===== config.mk =====
export PLATFORM = sky130hd
export DESIGN_NAME = ctrl_pipe_flat
export DESIGN_NICKNAME = d
export VERILOG_FILES = /design/src/rtl/ctrl_pipe_pkg.sv /design/src/rtl/ctrl_pipe_if.sv /design/src/rtl/ctrl_pipe_hazard.sv /design/src/rtl/ctrl_pipe.sv /design/src/flat_wrapper.sv
export SDC_FILE = /design/constraint.sdc
export NUM_CORES = 1
export LEC_CHECK = 0
export ABC_AREA = 1
export BUFFER_PORTS_ARGS = -buffer_cell sky130_fd_sc_hd__buf_2
export CAP_MARGIN = 20
export CORE_AREA = 2 2 162 164
export DETAILED_ROUTE_END_ITERATION = 8
export DIE_AREA = 0 0 164 166
export GPL_ROUTABILITY_DRIVEN = 0
export PLACE_DENSITY = 0.66
export SLEW_MARGIN = 20
export SYNTH_ARGS = -nofsm -noshare
export SYNTH_HDL_FRONTEND = slang
export SYNTH_SLANG_ARGS = --single-unit

===== constraint.sdc =====
create_clock -name clk -period 3.3 [get_ports clk]
set_clock_uncertainty 0.1 [all_clocks]
set_input_delay 0.165 -clock clk [delete_from_list [all_inputs] [get_ports clk]]
set_output_delay 0.165 -clock clk [all_outputs]
set_load 0.02 [all_outputs]

===== src/rtl/ctrl_pipe_pkg.sv =====
// Shared widths, stage payload structs and bubble constants for the control pipeline.
package ctrl_pipe_pkg;

  localparam int unsigned IE_W      = 32;
  localparam int unsigned MEM_W     = 32;
  localparam int unsigned WB_W      = 32;
  localparam int unsigned REG_W     = 5;
  localparam int unsigned CNT_W_DEF = 16;

  localparam logic [REG_W-1:0] REG_ZERO = 5'd0;

  // ID/EX payload: carries every control word plus the hazard-relevant flags
  typedef struct packed {
    logic             valid;
    logic [IE_W-1:0]  ie_ctrl;
    logic [MEM_W-1:0] mem_ctrl;
    logic [WB_W-1:0]  wb_ctrl;
    logic [REG_W-1:0] dest;
    logic             reg_write;
    logic             mem_read;
  } ex_stage_t;

  // EX/MEM payload: IE word has been consumed, load flag no longer needed
  typedef struct packed {
    logic             valid;
    logic [MEM_W-1:0] mem_ctrl;
    logic [WB_W-1:0]  wb_ctrl;
    logic [REG_W-1:0] dest;
    logic             reg_write;
  } mem_stage_t;

  // MEM/WB payload: only what the register-file write needs
  typedef struct packed {
    logic             valid;
    logic [WB_W-1:0]  wb_ctrl;
    logic [REG_W-1:0] dest;
    logic             reg_write;
  } wb_stage_t;

  localparam ex_stage_t  BUBBLE_EX  = '0;
  localparam mem_stage_t BUBBLE_MEM = '0;
  localparam wb_stage_t  BUBBLE_WB  = '0;

endpackage


===== src/rtl/ctrl_pipe_if.sv =====
// Decode-to-pipeline bus: decoder control words in, per-stage control words out.
interface ctrl_pipe_if import ctrl_pipe_pkg::*; #(
  parameter int unsigned CNT_W = CNT_W_DEF
) ();

  logic             id_valid;
  logic [IE_W-1:0]  id_ie_ctrl;
  logic [MEM_W-1:0] id_mem_ctrl;
  logic [WB_W-1:0]  id_wb_ctrl;
  logic [REG_W-1:0] id_dest;
  logic             id_reg_write;
  logic             id_mem_read;
  logic [REG_W-1:0] id_src_a;
  logic [REG_W-1:0] id_src_b;
  logic             id_uses_b;
  logic             ex_flush;
  logic             mem_stall;

  logic             stall_id;
  logic             ex_valid;
  logic [IE_W-1:0]  ex_ie_ctrl;
  logic [MEM_W-1:0] ex_mem_ctrl;
  logic [WB_W-1:0]  ex_wb_ctrl;
  logic [REG_W-1:0] ex_dest;
  logic             mem_valid;
  logic [MEM_W-1:0] mem_mem_ctrl;
  logic [WB_W-1:0]  mem_wb_ctrl;
  logic [REG_W-1:0] mem_dest;
  logic             wb_valid;
  logic [WB_W-1:0]  wb_wb_ctrl;
  logic [REG_W-1:0] wb_dest;
  logic             wb_reg_write;
  logic [CNT_W-1:0] bubble_cnt;

  // Decoder / pipeline-control side
  modport master (
    output id_valid, id_ie_ctrl, id_mem_ctrl, id_wb_ctrl, id_dest, id_reg_write,
           id_mem_read, id_src_a, id_src_b, id_uses_b, ex_flush, mem_stall,
    input  stall_id, ex_valid, ex_ie_ctrl, ex_mem_ctrl, ex_wb_ctrl, ex_dest,
           mem_valid, mem_mem_ctrl, mem_wb_ctrl, mem_dest,
           wb_valid, wb_wb_ctrl, wb_dest, wb_reg_write, bubble_cnt
  );

  // Control pipeline side
  modport slave (
    input  id_valid, id_ie_ctrl, id_mem_ctrl, id_wb_ctrl, id_dest, id_reg_write,
           id_mem_read, id_src_a, id_src_b, id_uses_b, ex_flush, mem_stall,
    output stall_id, ex_valid, ex_ie_ctrl, ex_mem_ctrl, ex_wb_ctrl, ex_dest,
           mem_valid, mem_mem_ctrl, mem_wb_ctrl, mem_dest,
           wb_valid, wb_wb_ctrl, wb_dest, wb_reg_write, bubble_cnt
  );

endinterface


===== src/rtl/ctrl_pipe_hazard.sv =====
// Load-use interlock: a load in EX whose destination feeds the ID instruction.
module ctrl_pipe_hazard import ctrl_pipe_pkg::*; (
  input  logic             ex_valid,
  input  logic             ex_mem_read,
  input  logic [REG_W-1:0] ex_dest,
  input  logic             id_valid,
  input  logic [REG_W-1:0] id_src_a,
  input  logic [REG_W-1:0] id_src_b,
  input  logic             id_uses_b,
  output logic             stall_id_c
);

  logic src_match;

  // src_b only matters when the instruction actually reads it
  assign src_match  = (ex_dest == id_src_a) || (id_uses_b && (ex_dest == id_src_b));

  // $0 is never a real producer, so loads into it never interlock
  assign stall_id_c = ex_valid && ex_mem_read && (ex_dest != REG_ZERO) && id_valid && src_match;

endmodule


===== src/rtl/ctrl_pipe.sv =====
// ID/EX, EX/MEM, MEM/WB control-word pipeline with stall, flush and bubble counting.
// Control-word widths are fixed by ctrl_pipe_pkg; only the counter width is a parameter.
module ctrl_pipe import ctrl_pipe_pkg::*; #(
  parameter int unsigned CNT_W = CNT_W_DEF
) (
  input  logic        clk,
  input  logic        rst,
  ctrl_pipe_if.slave  bus
);

  ex_stage_t        ex_q;
  ex_stage_t        id_entry;
  mem_stage_t       mem_q;
  wb_stage_t        wb_q;
  logic [CNT_W-1:0] bubble_q;
  logic             stall_id_c;

  ctrl_pipe_hazard u_hazard (
    .ex_valid    (ex_q.valid),
    .ex_mem_read (ex_q.mem_read),
    .ex_dest     (ex_q.dest),
    .id_valid    (bus.id_valid),
    .id_src_a    (bus.id_src_a),
    .id_src_b    (bus.id_src_b),
    .id_uses_b   (bus.id_uses_b),
    .stall_id_c  (stall_id_c)
  );

  // Candidate ID/EX payload; an invalid decode slot becomes a clean bubble
  always_comb begin
    id_entry = BUBBLE_EX;
    if (bus.id_valid) begin
      id_entry.valid     = 1'b1;
      id_entry.ie_ctrl   = bus.id_ie_ctrl;
      id_entry.mem_ctrl  = bus.id_mem_ctrl;
      id_entry.wb_ctrl   = bus.id_wb_ctrl;
      id_entry.dest      = bus.id_dest;
      id_entry.reg_write = bus.id_reg_write;
      id_entry.mem_read  = bus.id_mem_read;
    end
  end

  // Stage registers and bubble counter: reset > mem_stall > flush/interlock > advance
  always_ff @(posedge clk) begin
    if (rst) begin
      ex_q     <= BUBBLE_EX;
      mem_q    <= BUBBLE_MEM;
      wb_q     <= BUBBLE_WB;
      bubble_q <= '0;
    end else if (!bus.mem_stall) begin
      mem_q <= '{valid:     ex_q.valid,
                 mem_ctrl:  ex_q.mem_ctrl,
                 wb_ctrl:   ex_q.wb_ctrl,
                 dest:      ex_q.dest,
                 reg_write: ex_q.reg_write};
      wb_q  <= '{valid:     mem_q.valid,
                 wb_ctrl:   mem_q.wb_ctrl,
                 dest:      mem_q.dest,
                 reg_write: mem_q.reg_write};
      if (bus.ex_flush || stall_id_c) begin
        ex_q <= BUBBLE_EX;
        if (bubble_q != {CNT_W{1'b1}}) begin
          bubble_q <= bubble_q + CNT_W'(1);
        end
      end else begin
        ex_q <= id_entry;
      end
    end
  end

  // Stage outputs
  assign bus.stall_id     = stall_id_c;
  assign bus.ex_valid     = ex_q.valid;
  assign bus.ex_ie_ctrl   = ex_q.ie_ctrl;
  assign bus.ex_mem_ctrl  = ex_q.mem_ctrl;
  assign bus.ex_wb_ctrl   = ex_q.wb_ctrl;
  assign bus.ex_dest      = ex_q.dest;
  assign bus.mem_valid    = mem_q.valid;
  assign bus.mem_mem_ctrl = mem_q.mem_ctrl;
  assign bus.mem_wb_ctrl  = mem_q.wb_ctrl;
  assign bus.mem_dest     = mem_q.dest;
  assign bus.wb_valid     = wb_q.valid;
  assign bus.wb_wb_ctrl   = wb_q.wb_ctrl;
  assign bus.wb_dest      = wb_q.dest;
  assign bus.wb_reg_write = wb_q.valid & wb_q.reg_write & (wb_q.dest != REG_ZERO);
  assign bus.bubble_cnt   = bubble_q;

endmodule

===== src/flat_wrapper.sv =====
// flat-port wrapper written by rule: the top's interface ports become plain ports
module ctrl_pipe_flat import ctrl_pipe_pkg::*;
#(
  parameter int unsigned CNT_W = CNT_W_DEF
)
  (clk, rst, bus_id_valid, bus_id_ie_ctrl, bus_id_mem_ctrl, bus_id_wb_ctrl, bus_id_dest, bus_id_reg_write, bus_id_mem_read, bus_id_src_a, bus_id_src_b, bus_id_uses_b, bus_ex_flush, bus_mem_stall, bus_stall_id, bus_ex_valid, bus_ex_ie_ctrl, bus_ex_mem_ctrl, bus_ex_wb_ctrl, bus_ex_dest, bus_mem_valid, bus_mem_mem_ctrl, bus_mem_wb_ctrl, bus_mem_dest, bus_wb_valid, bus_wb_wb_ctrl, bus_wb_dest, bus_wb_reg_write, bus_bubble_cnt);
  ctrl_pipe_if #(.CNT_W(CNT_W)) bus_i ();
  input  logic clk;
  input  logic rst;
  input wire logic [$bits(bus_i.id_valid)-1:0] bus_id_valid;
  input wire logic [$bits(bus_i.id_ie_ctrl)-1:0] bus_id_ie_ctrl;
  input wire logic [$bits(bus_i.id_mem_ctrl)-1:0] bus_id_mem_ctrl;
  input wire logic [$bits(bus_i.id_wb_ctrl)-1:0] bus_id_wb_ctrl;
  input wire logic [$bits(bus_i.id_dest)-1:0] bus_id_dest;
  input wire logic [$bits(bus_i.id_reg_write)-1:0] bus_id_reg_write;
  input wire logic [$bits(bus_i.id_mem_read)-1:0] bus_id_mem_read;
  input wire logic [$bits(bus_i.id_src_a)-1:0] bus_id_src_a;
  input wire logic [$bits(bus_i.id_src_b)-1:0] bus_id_src_b;
  input wire logic [$bits(bus_i.id_uses_b)-1:0] bus_id_uses_b;
  input wire logic [$bits(bus_i.ex_flush)-1:0] bus_ex_flush;
  input wire logic [$bits(bus_i.mem_stall)-1:0] bus_mem_stall;
  output wire logic [$bits(bus_i.stall_id)-1:0] bus_stall_id;
  output wire logic [$bits(bus_i.ex_valid)-1:0] bus_ex_valid;
  output wire logic [$bits(bus_i.ex_ie_ctrl)-1:0] bus_ex_ie_ctrl;
  output wire logic [$bits(bus_i.ex_mem_ctrl)-1:0] bus_ex_mem_ctrl;
  output wire logic [$bits(bus_i.ex_wb_ctrl)-1:0] bus_ex_wb_ctrl;
  output wire logic [$bits(bus_i.ex_dest)-1:0] bus_ex_dest;
  output wire logic [$bits(bus_i.mem_valid)-1:0] bus_mem_valid;
  output wire logic [$bits(bus_i.mem_mem_ctrl)-1:0] bus_mem_mem_ctrl;
  output wire logic [$bits(bus_i.mem_wb_ctrl)-1:0] bus_mem_wb_ctrl;
  output wire logic [$bits(bus_i.mem_dest)-1:0] bus_mem_dest;
  output wire logic [$bits(bus_i.wb_valid)-1:0] bus_wb_valid;
  output wire logic [$bits(bus_i.wb_wb_ctrl)-1:0] bus_wb_wb_ctrl;
  output wire logic [$bits(bus_i.wb_dest)-1:0] bus_wb_dest;
  output wire logic [$bits(bus_i.wb_reg_write)-1:0] bus_wb_reg_write;
  output wire logic [$bits(bus_i.bubble_cnt)-1:0] bus_bubble_cnt;
  assign bus_i.id_valid = bus_id_valid;
  assign bus_i.id_ie_ctrl = bus_id_ie_ctrl;
  assign bus_i.id_mem_ctrl = bus_id_mem_ctrl;
  assign bus_i.id_wb_ctrl = bus_id_wb_ctrl;
  assign bus_i.id_dest = bus_id_dest;
  assign bus_i.id_reg_write = bus_id_reg_write;
  assign bus_i.id_mem_read = bus_id_mem_read;
  assign bus_i.id_src_a = bus_id_src_a;
  assign bus_i.id_src_b = bus_id_src_b;
  assign bus_i.id_uses_b = bus_id_uses_b;
  assign bus_i.ex_flush = bus_ex_flush;
  assign bus_i.mem_stall = bus_mem_stall;
  assign bus_stall_id = bus_i.stall_id;
  assign bus_ex_valid = bus_i.ex_valid;
  assign bus_ex_ie_ctrl = bus_i.ex_ie_ctrl;
  assign bus_ex_mem_ctrl = bus_i.ex_mem_ctrl;
  assign bus_ex_wb_ctrl = bus_i.ex_wb_ctrl;
  assign bus_ex_dest = bus_i.ex_dest;
  assign bus_mem_valid = bus_i.mem_valid;
  assign bus_mem_mem_ctrl = bus_i.mem_mem_ctrl;
  assign bus_mem_wb_ctrl = bus_i.mem_wb_ctrl;
  assign bus_mem_dest = bus_i.mem_dest;
  assign bus_wb_valid = bus_i.wb_valid;
  assign bus_wb_wb_ctrl = bus_i.wb_wb_ctrl;
  assign bus_wb_dest = bus_i.wb_dest;
  assign bus_wb_reg_write = bus_i.wb_reg_write;
  assign bus_bubble_cnt = bus_i.bubble_cnt;
  ctrl_pipe #(.CNT_W(CNT_W)) u_core (.clk(clk), .rst(rst), .bus(bus_i));
endmodule

==> run metrics, run 1 <==
GRT Total Usage=17.5%; antenna-violating nets left=0; Warnings, synthesis=0; DP HPWL=16000 um; Worst Tran Pin Value=0.994 ns; Longest Clk Path Bufs=3; Synth Cell Area=0.0101 mm^2; initial antenna violation count=0; WL final=24800 um; worst vdd ir=0.000328 V; flop and latch count out of synthesis=230; diode count=0; fin crit share=67.4%; port bufs=346; GR Overflow Total=0; Post-synth EDFFs=0; critical path type=flop to flop; cts bufs inserted=25; WL/cell=13.9 um; setup bufs post-CTS=0; RSZ-0062 raised after global routing=false; Gate Count Post-Synth=1226; first-pass GRT wire length=39500 um; Setup Viol. Count Final=0; Final Cell Area=0.0123 mm^2; drc violations=0; type of origin of the critical path=flop; Ports=347; Most used DFF post-synth=dfxtp_1; core area=0.0256 mm^2; status=complete, no violations; Peak Freq=0.450 GHz; most common cell after layout, fill and taps aside=nor2_1; row cnt=59; max-slew violations=0; vias per cell=4.53; max_cap viols=0; Die X=164 um; Synth Net Count=1346; min-delay worst type=input pin to flop; worst-skew pair later-pin latency=0.52 ns; async set or reset register ratio after synthesis=0%; CP max FO=32; Die ar.=0.0272 mm^2; Worst EP required=3.60 ns; final number of hold-violating endpoints=0; Netlist cell types=21; layout net count=1558; Synth-to-Final Area Change=22.1%; vias in the first global route=7855; placed inst area=0.0105 mm^2; commonest non-fill, non-tap cells in the layout=354 x nor2_1, 345 x buf_2, 230 x dfxtp_1; Pwr per Cell Area=536 mW/mm^2; Critical Path End Type=flop; Die Ht=166 um; number of detailed-route iterations in the first pass=4; Vias=8105; leakage power=6.23 nW; share of cells above drive strength 1=26.9%; Syn Area/Cell=8.21 um^2; Rel. slew slack=33.6%; post-cts resize count=0; Starting Density=39.3%; min cycle time layout=2.22 ns; WP data arrival=2.52 ns; # H-tree levels=1; TritonCTS clock tree=built; post-synthesis sequential area ratio=45.7%; clock root buffer=clkbuf_16; largest net degree at the start of global routing=127; Fill cells=2446; setup_tns=0 ns; Clock transition at path regs=0.06 ns; drt first-iter violations=496; Clock Sinks=230
[synthesized netlist by cell type, types with 2 or more instances]
cell      number  share of area (%)
nand3_1       28                1.4
a21oi_1       21                1.0
buf_2         12               0.60
clkinv_1       2              0.075
nand2_1       63                2.3
o21ai_0      110                5.5
dfxtp_1      230                 46
nand4_1        4               0.25
nor2_1       354                 13
buf_4        207                 15
mux2i_1      103                 10
clkbuf_1      43                1.6
buf_6          7               0.78
inv_1         35                1.3
[state kept, by name, summed over array words and instances (netlist names)]
name	count
u_core.bus.mem_valid	1
u_core.bus.wb_wb_ctrl	32
u_core.wb_q	1
u_core.ex_q	2
u_core.bus.ex_dest	5
u_core.bus.bubble_cnt	16
u_core.bus.ex_valid	1
u_core.bus.ex_mem_ctrl	32
u_core.bus.mem_dest	5
u_core.mem_q	1
u_core.bus.wb_valid	1
u_core.bus.wb_dest	5
u_core.bus.mem_mem_ctrl	32
u_core.bus.ex_ie_ctrl	32
u_core.bus.ex_wb_ctrl	32
u_core.bus.mem_wb_ctrl	32
[stage by stage]
stage | hold WS (ns) | std cells | setup slack (ns) | utilization (%) | total power (W)
floorplan | 0.224 | 1226 | 1.64 | - | 0.00372
global placement | 0.307 | 1643 | 1.13 | 40.8 | 0.00382
detailed placement | 0.317 | 1643 | 1.10 | 40.8 | 0.00384
CTS | 0.200 | 1790 | 1.08 | 48.0 | 0.00666
global route | 0.236 | 1790 | 0.685 | 48.0 | 0.00688
finish | 0.186 | 1790 | 1.08 | 48.0 | 0.00659
[critical path, stage by stage (launching register included)]
cell,delay (ns)
dfxtp_1,0.43
inv_1,0.08
nand2_1,0.06
nand2_1,0.05
nor2_1,0.10
nand3_1,0.07
nand2_1,0.07
nand2_1,0.07
nand2_1,0.73
nand3_1,0.16
nand2_1,0.11
nor2_1,0.05
[layout make-up]
class                   count  area [um^2]  share of cell area (%)
clock buffers              39          748                    6.09
clock inverters             5         53.8                   0.438
flip-flops and latches    230         4600                    37.5
inverters                  37          143                    1.16
well taps                 335          419                    3.41
multi-input cells         689         3470                    28.2
repair buffers            455         2850                    23.2
[cells by family after synthesis]
family | share of synthesized area (%)
flops | 45.7
compound gates | 6.60
fa+ha+maj | 0.124
simple gates | 17.4
mux | 10.2
xor+xnor | 0.0870
buf+inv | 19.8
[path summary, 6_finish.rpt]
kind	start	end	slack (ns)	depth (start not counted)
min reg2reg	u_core.bus.wb_wb_ctrl[15]	u_core.bus.wb_wb_ctrl[15]	0.37	2
max	u_core.bus.ex_dest[4]	u_core.bus.bubble_cnt[12]	1.08	11
max reg2reg	u_core.bus.ex_dest[4]	u_core.bus.bubble_cnt[12]	1.08	11
min	bus_mem_stall	u_core.bus.ex_wb_ctrl[9]	0.19	3
[metal layers]
layer / share of wire (%) / track usage (%)
met1: 41 / 20.6
met2: 49 / 30.9
met3: 5.6 / 3.72
met4: 3.7 / 6.64
met5: 0 / 0
[repair_timing]
item | 4_1_cts | 5_1_grt
hold buffers | 103 | 0
endpoints found under the setup margin | 0 | 0
hold endpoints to repair | 103 | 0
[power by group]
part | internal [W] | total (W) | switching [W] | leakage (nW)
Clock | 0.00163 | 0.00272 | 0.00109 | 0.397
Sequential | 0.00291 | 0.00300 | 0.0000864 | 1.89
Combinational | 0.000361 | 0.000870 | 0.000509 | 3.94
Total | 0.00490 | 0.00659 | 0.00169 | 6.23
Note: power is estimated with default switching activity, not from simulation.
==> run 2: changes to the inputs <==
--- a/config.mk
+++ b/config.mk
@@ -12,7 +12,7 @@
 export DETAILED_ROUTE_END_ITERATION = 8
 export DIE_AREA = 0 0 164 166
 export GPL_ROUTABILITY_DRIVEN = 0
-export PLACE_DENSITY = 0.66
+export PLACE_DENSITY = 0.68
 export SLEW_MARGIN = 20
 export SYNTH_ARGS = -nofsm -noshare
 export SYNTH_HDL_FRONTEND = slang
==> constraint.sdc (replaced) <==
create_clock -name clk -period 2 [get_ports clk]
set_clock_uncertainty 0.1 [all_clocks]
set_input_delay 0.1 -clock clk [delete_from_list [all_inputs] [get_ports clk]]
set_output_delay 0.1 -clock clk [all_outputs]
set_load 0.02 [all_outputs]
==> run metrics, run 2 (synthesis results as in run 1) <==
GR Overflow Total=0; CP max FO=3; cts bufs inserted=26; WP data arrival=1.72 ns; Synth-to-Final Area Change=25.2%; Worst EP required=1.80 ns; Die ar.=0.0272 mm^2; leakage power=6.36 nW; fin crit share=96.1%; Longest Clk Path Bufs=3; type of origin of the critical path=flop; WHS Path Cells=4; Worst Tran Pin Value=0.633 ns; Starting Density=39.3%; max_cap viols=0; R2R Path Start=u_core.bus.bubble_cnt[0]; Setup Viol. Count Final=0; core area=0.0256 mm^2; hold wc startpoint=rst; GRT Total Usage=18.0%; share of cells above drive strength 1=27.4%; drt first-iter violations=546; r2r setup slk=0.24 ns; routed length on met1=10600 um; critical path type=flop to primary output; worst slack at placement=0.242 ns; Ports=347; layout net count=1579; Top Layer Used=met4; port bufs=346; final worst setup slack=0.0779 ns; TritonCTS clock tree=built; number of detailed-route iterations in the first pass=5; Worst Hold Path EP=u_core.bus.wb_wb_ctrl[1]; vias in the first global route=8062; Vias=8277; DP HPWL=16600 um; Die Ht=166 um; largest net degree at the start of global routing=91; Max stage delay on crit path=0.41 ns; P_int=0.00842 W; WL final=25300 um; max-slew violations=0; min-delay worst type=input pin to flop; clock root buffer=clkbuf_16; status=complete, no violations; Clock Sinks=230; antenna-violating nets left=0; DR WL met3=1360 um; Die X=164 um; Peak Freq=0.520 GHz; worst vdd ir=0.000658 V; Sw Ratio=25.2%; met2 WL=12300 um; Slowest-stage cell, CP=or3_1; Critical Path End Type=primary output; Seq pwr share=44.0%; setup_tns=0 ns; worst-path cell chain=or3_1 -> o311ai_1 -> inv_1 -> buf_2; R2R cell count=8; worst r2r dst=u_core.bus.bubble_cnt[0]; first-pass GRT wire length=40400 um; switching pwr=0.00283 W; most common cell after layout, fill and taps aside=nor2_1; Pwr per Cell Area=893 mW/mm^2; # H-tree levels=1; worst-skew pair later-pin latency=0.51 ns; initial antenna violation count=1; Clock transition at path regs=0.06 ns; row cnt=59; min cycle time layout=1.92 ns; share of total power in the clock network=42.7%; Rel. slew slack=57.8%; drc violations=0; Comb power frac=13.2%; final number of hold-violating endpoints=0; vias per cell=4.57; WL/cell=14.0 um; commonest non-fill, non-tap cells in the layout=354 x nor2_1, 345 x buf_2, 227 x dfxtp_1
## run 2: cell count changes in the layout (fill, tap and decap cells not counted), sizes merged
cell,previous run,this run
dlygate4sd3,103,116
bufinv,1,2
diode,0,1
buf,351,358
## run 2: how the worst max path moves through the flow
stage,from,end,slack (ns),cells after the start
floorplan,u_core.bus.bubble_cnt[0],u_core.bus.bubble_cnt[14],0.34,8
global placement,u_core.bus.ex_dest[0],u_core.bus.ex_wb_ctrl[6],0.27,12
detailed placement,u_core.bus.bubble_cnt[1],u_core.bus.bubble_cnt[0],0.24,8
CTS,u_core.bus.wb_dest[1],bus_wb_reg_write,0.01,4
global route,u_core.bus.ex_dest[4],bus_stall_id,-0.008,9
finish,u_core.bus.wb_dest[1],bus_wb_reg_write,0.08,4
## run 2: final cells by class
| type | instances | area [um^2] |
|---|---|---|
| Clock inverter | 6 | 86.3 |
| Inverter | 37 | 143 |
| Fill cell | 2385 | 13000 |
| Multi-Input combinational cell | 689 | 3470 |
| Timing Repair Buffer | 475 | 3090 |
| Clock buffer | 39 | 791 |
| Sequential cell | 230 | 4610 |
| Tap cell | 335 | 419 |
| Antenna cell | 1 | 2.50 |
## run 2: routing by layer
| metal | vias up | GRT usage (%) |
|---|---|---|
| met4 | 0 | 7.48 |
| met1 | 3780 | 21.5 |
| met5 | - | 0 |
| met2 | 258 | 31.3 |
| met3 | 75 | 3.65 |
| li1 | 4164 | - |
## run 2: repair_timing
item                                    CTS  global route
resized for setup                         0             4
endpoints found under the hold margin   113             0
setup buffers                             0             0
endpoints found under the setup margin    0             2
hold buffers                            116             0
## run 2: power by group through the flow
stage | combinational, W | sequential [W] | clock, W
after floorplan | 0.00112 | 0.00502 | 0
after global placement | 0.00129 | 0.00505 | 0
after detailed placement | 0.00130 | 0.00505 | 0
after CTS | 0.00149 | 0.00496 | 0.00492
after global routing | 0.00162 | 0.00498 | 0.00511
final | 0.00149 | 0.00496 | 0.00481
## run 2: stage by stage
stage	util (%)	hold slack, ns	power, W	instances	instance area, um^2
floorplan	-	0.159	0.00613	1226	10100
global placement	41.2	0.243	0.00633	1650	10600
detailed placement	41.2	0.252	0.00636	1650	10600
CTS	49.2	0.0464	0.0114	1811	12600
global route	49.2	0.111	0.0117	1812	12600
finish	49.2	0.0549	0.0113	1812	12600
## run 2: critical path: cells and delay by family (launching register included)
kind | cells | cell delay [ns]
AOI/OAI and AO/OA | 1 | 0.24
buffers and inverters | 2 | 0.23
and+or+nand+nor | 1 | 0.41
DFF | 1 | 0.33
==> run 3: changes to the inputs <==
--- a/config.mk
+++ b/config.mk
@@ -12,7 +12,7 @@
 export DETAILED_ROUTE_END_ITERATION = 8
 export DIE_AREA = 0 0 164 166
 export GPL_ROUTABILITY_DRIVEN = 0
-export PLACE_DENSITY = 0.68
+export PLACE_DENSITY = 0.69
 export SLEW_MARGIN = 20
 export SYNTH_ARGS = -nofsm -noshare
 export SYNTH_HDL_FRONTEND = slang
==> run metrics, run 3 (synthesis results as in run 1) <==
Worst EP required=1.80 ns; port bufs=346; RSZ-0062 raised after global routing=false; M3 GR Usage=3.50%; Most Crowded Layer GR=met2; Ports=347; first-pass GRT wire length=39500 um; setup bufs post-CTS=0; Post-Layout Cell Count=1797; Peak Freq=0.521 GHz; Starting Density=39.3%; most common cell after layout, fill and taps aside=nor2_1; min-delay worst type=input pin to flop; type of origin of the critical path=flop; largest net degree at the start of global routing=166; share of cells above drive strength 1=27.9%; max-slew violations=0; Vias=8298; min cycle time layout=1.92 ns; core area=0.0256 mm^2; vias in the first global route=7878; placed cell count=1648; Critical Path End Type=primary output; antenna-violating nets left=0; Die ar.=0.0272 mm^2; Pwr per Cell Area=928 mW/mm^2; fin crit share=95.9%; clock root buffer=clkbuf_16; final number of hold-violating endpoints=0; CP max FO=3; Die Ht=166 um; R2R cell count=12; row cnt=59; status=complete, no violations; WL/cell=13.9 um; Synth-to-Final Area Change=24.4%; TritonCTS clock tree=built; number of detailed-route iterations in the first pass=7; drt first-iter violations=397; Die X=164 um; initial antenna violation count=0; Worst Tran Pin Value=0.867 ns; cts bufs inserted=25; Longest Clk Path Bufs=3; GR Overflow Total=0; setup_tns=0 ns; # H-tree levels=1; WHS Path Cells=5; GRT Total Usage=17.5%; layout net count=1564; WP data arrival=1.72 ns; leakage power=6.33 nW; worst vdd ir=0.000683 V; drc violations=0; max_cap viols=0; critical path type=flop to primary output; commonest non-fill, non-tap cells in the layout=354 x nor2_1, 344 x buf_2, 225 x dfxtp_1; Clock Sinks=230; Rel. slew slack=42.2%; diode count=0; vias per cell=4.62; Clock transition at path regs=0.06 ns; Setup Viol. Count Final=0; DP HPWL=15900 um; WL final=25100 um; met1 usage=20.6%; worst-skew pair later-pin latency=0.52 ns; met2 global-route usage=30.0%
-- run 3: path summary, 6_finish.rpt --
| check | start | end | slack [ns] |
|---|---|---|---|
| min | rst | u_core.bus.mem_wb_ctrl[0] | 0.04 |
| max reg2reg | u_core.bus.ex_dest[3] | u_core.bus.ex_mem_ctrl[10] | 0.25 |
| max | u_core.bus.wb_dest[1] | bus_wb_reg_write | 0.08 |
| min reg2reg | u_core.bus.wb_wb_ctrl[14] | u_core.bus.wb_wb_ctrl[14] | 0.38 |
-- run 3: through the flow --
step	power, W	cell area (um^2)	util, %	worst slack (ns)	hold WS, ns
after floorplan	0.00613	10100	-	0.337	0.159
after global placement	0.00631	10500	41.1	0.288	0.242
after detailed placement	0.00634	10500	41.1	0.236	0.251
after CTS	0.0117	12500	48.8	0.000402	0.0477
after global routing	0.0121	12500	48.9	0.0145	0.0818
final	0.0116	12500	48.9	0.0819	0.0383
-- run 3: per-layer routing --
metal  up-vias  routed length, um  share of wire [%]
met1      3762              10200                 41
met4         0               1220                4.9
li1       4148                  -                  -
met2       300              12000                 48
met3        88               1590                6.4
met5         -                  0                  0
-- run 3: worst max-delay path: stages, from the launching register on --
cell and delay, ns:
dfxtp_1 0.32, or3_1 0.42, o311ai_1 0.24, inv_1 0.06, buf_2 0.17
-- run 3: power breakdown --
group | leakage (nW) | internal [W] | total (W) | switching, W
clock | 0.460 | 0.00334 | 0.00520 | 0.00186
sequential | 1.89 | 0.00481 | 0.00495 | 0.000141
combinational | 3.98 | 0.000612 | 0.00147 | 0.000856
-- run 3: area by class of cell --
class	instances	area, um^2
sequential	230	4610
multi-input combinational	689	3470
clock inverter	13	246
timing repair buffer	461	2940
clock buffer	32	692
fill	2418	13100
tap	335	419
inverter	37	143
-- run 3: repair_timing --
action	4_1_cts	5_1_grt
setup endpoints to repair	0	74
hold endpoints to repair	112	0
resized for setup	0	9
hold buffers	104	0
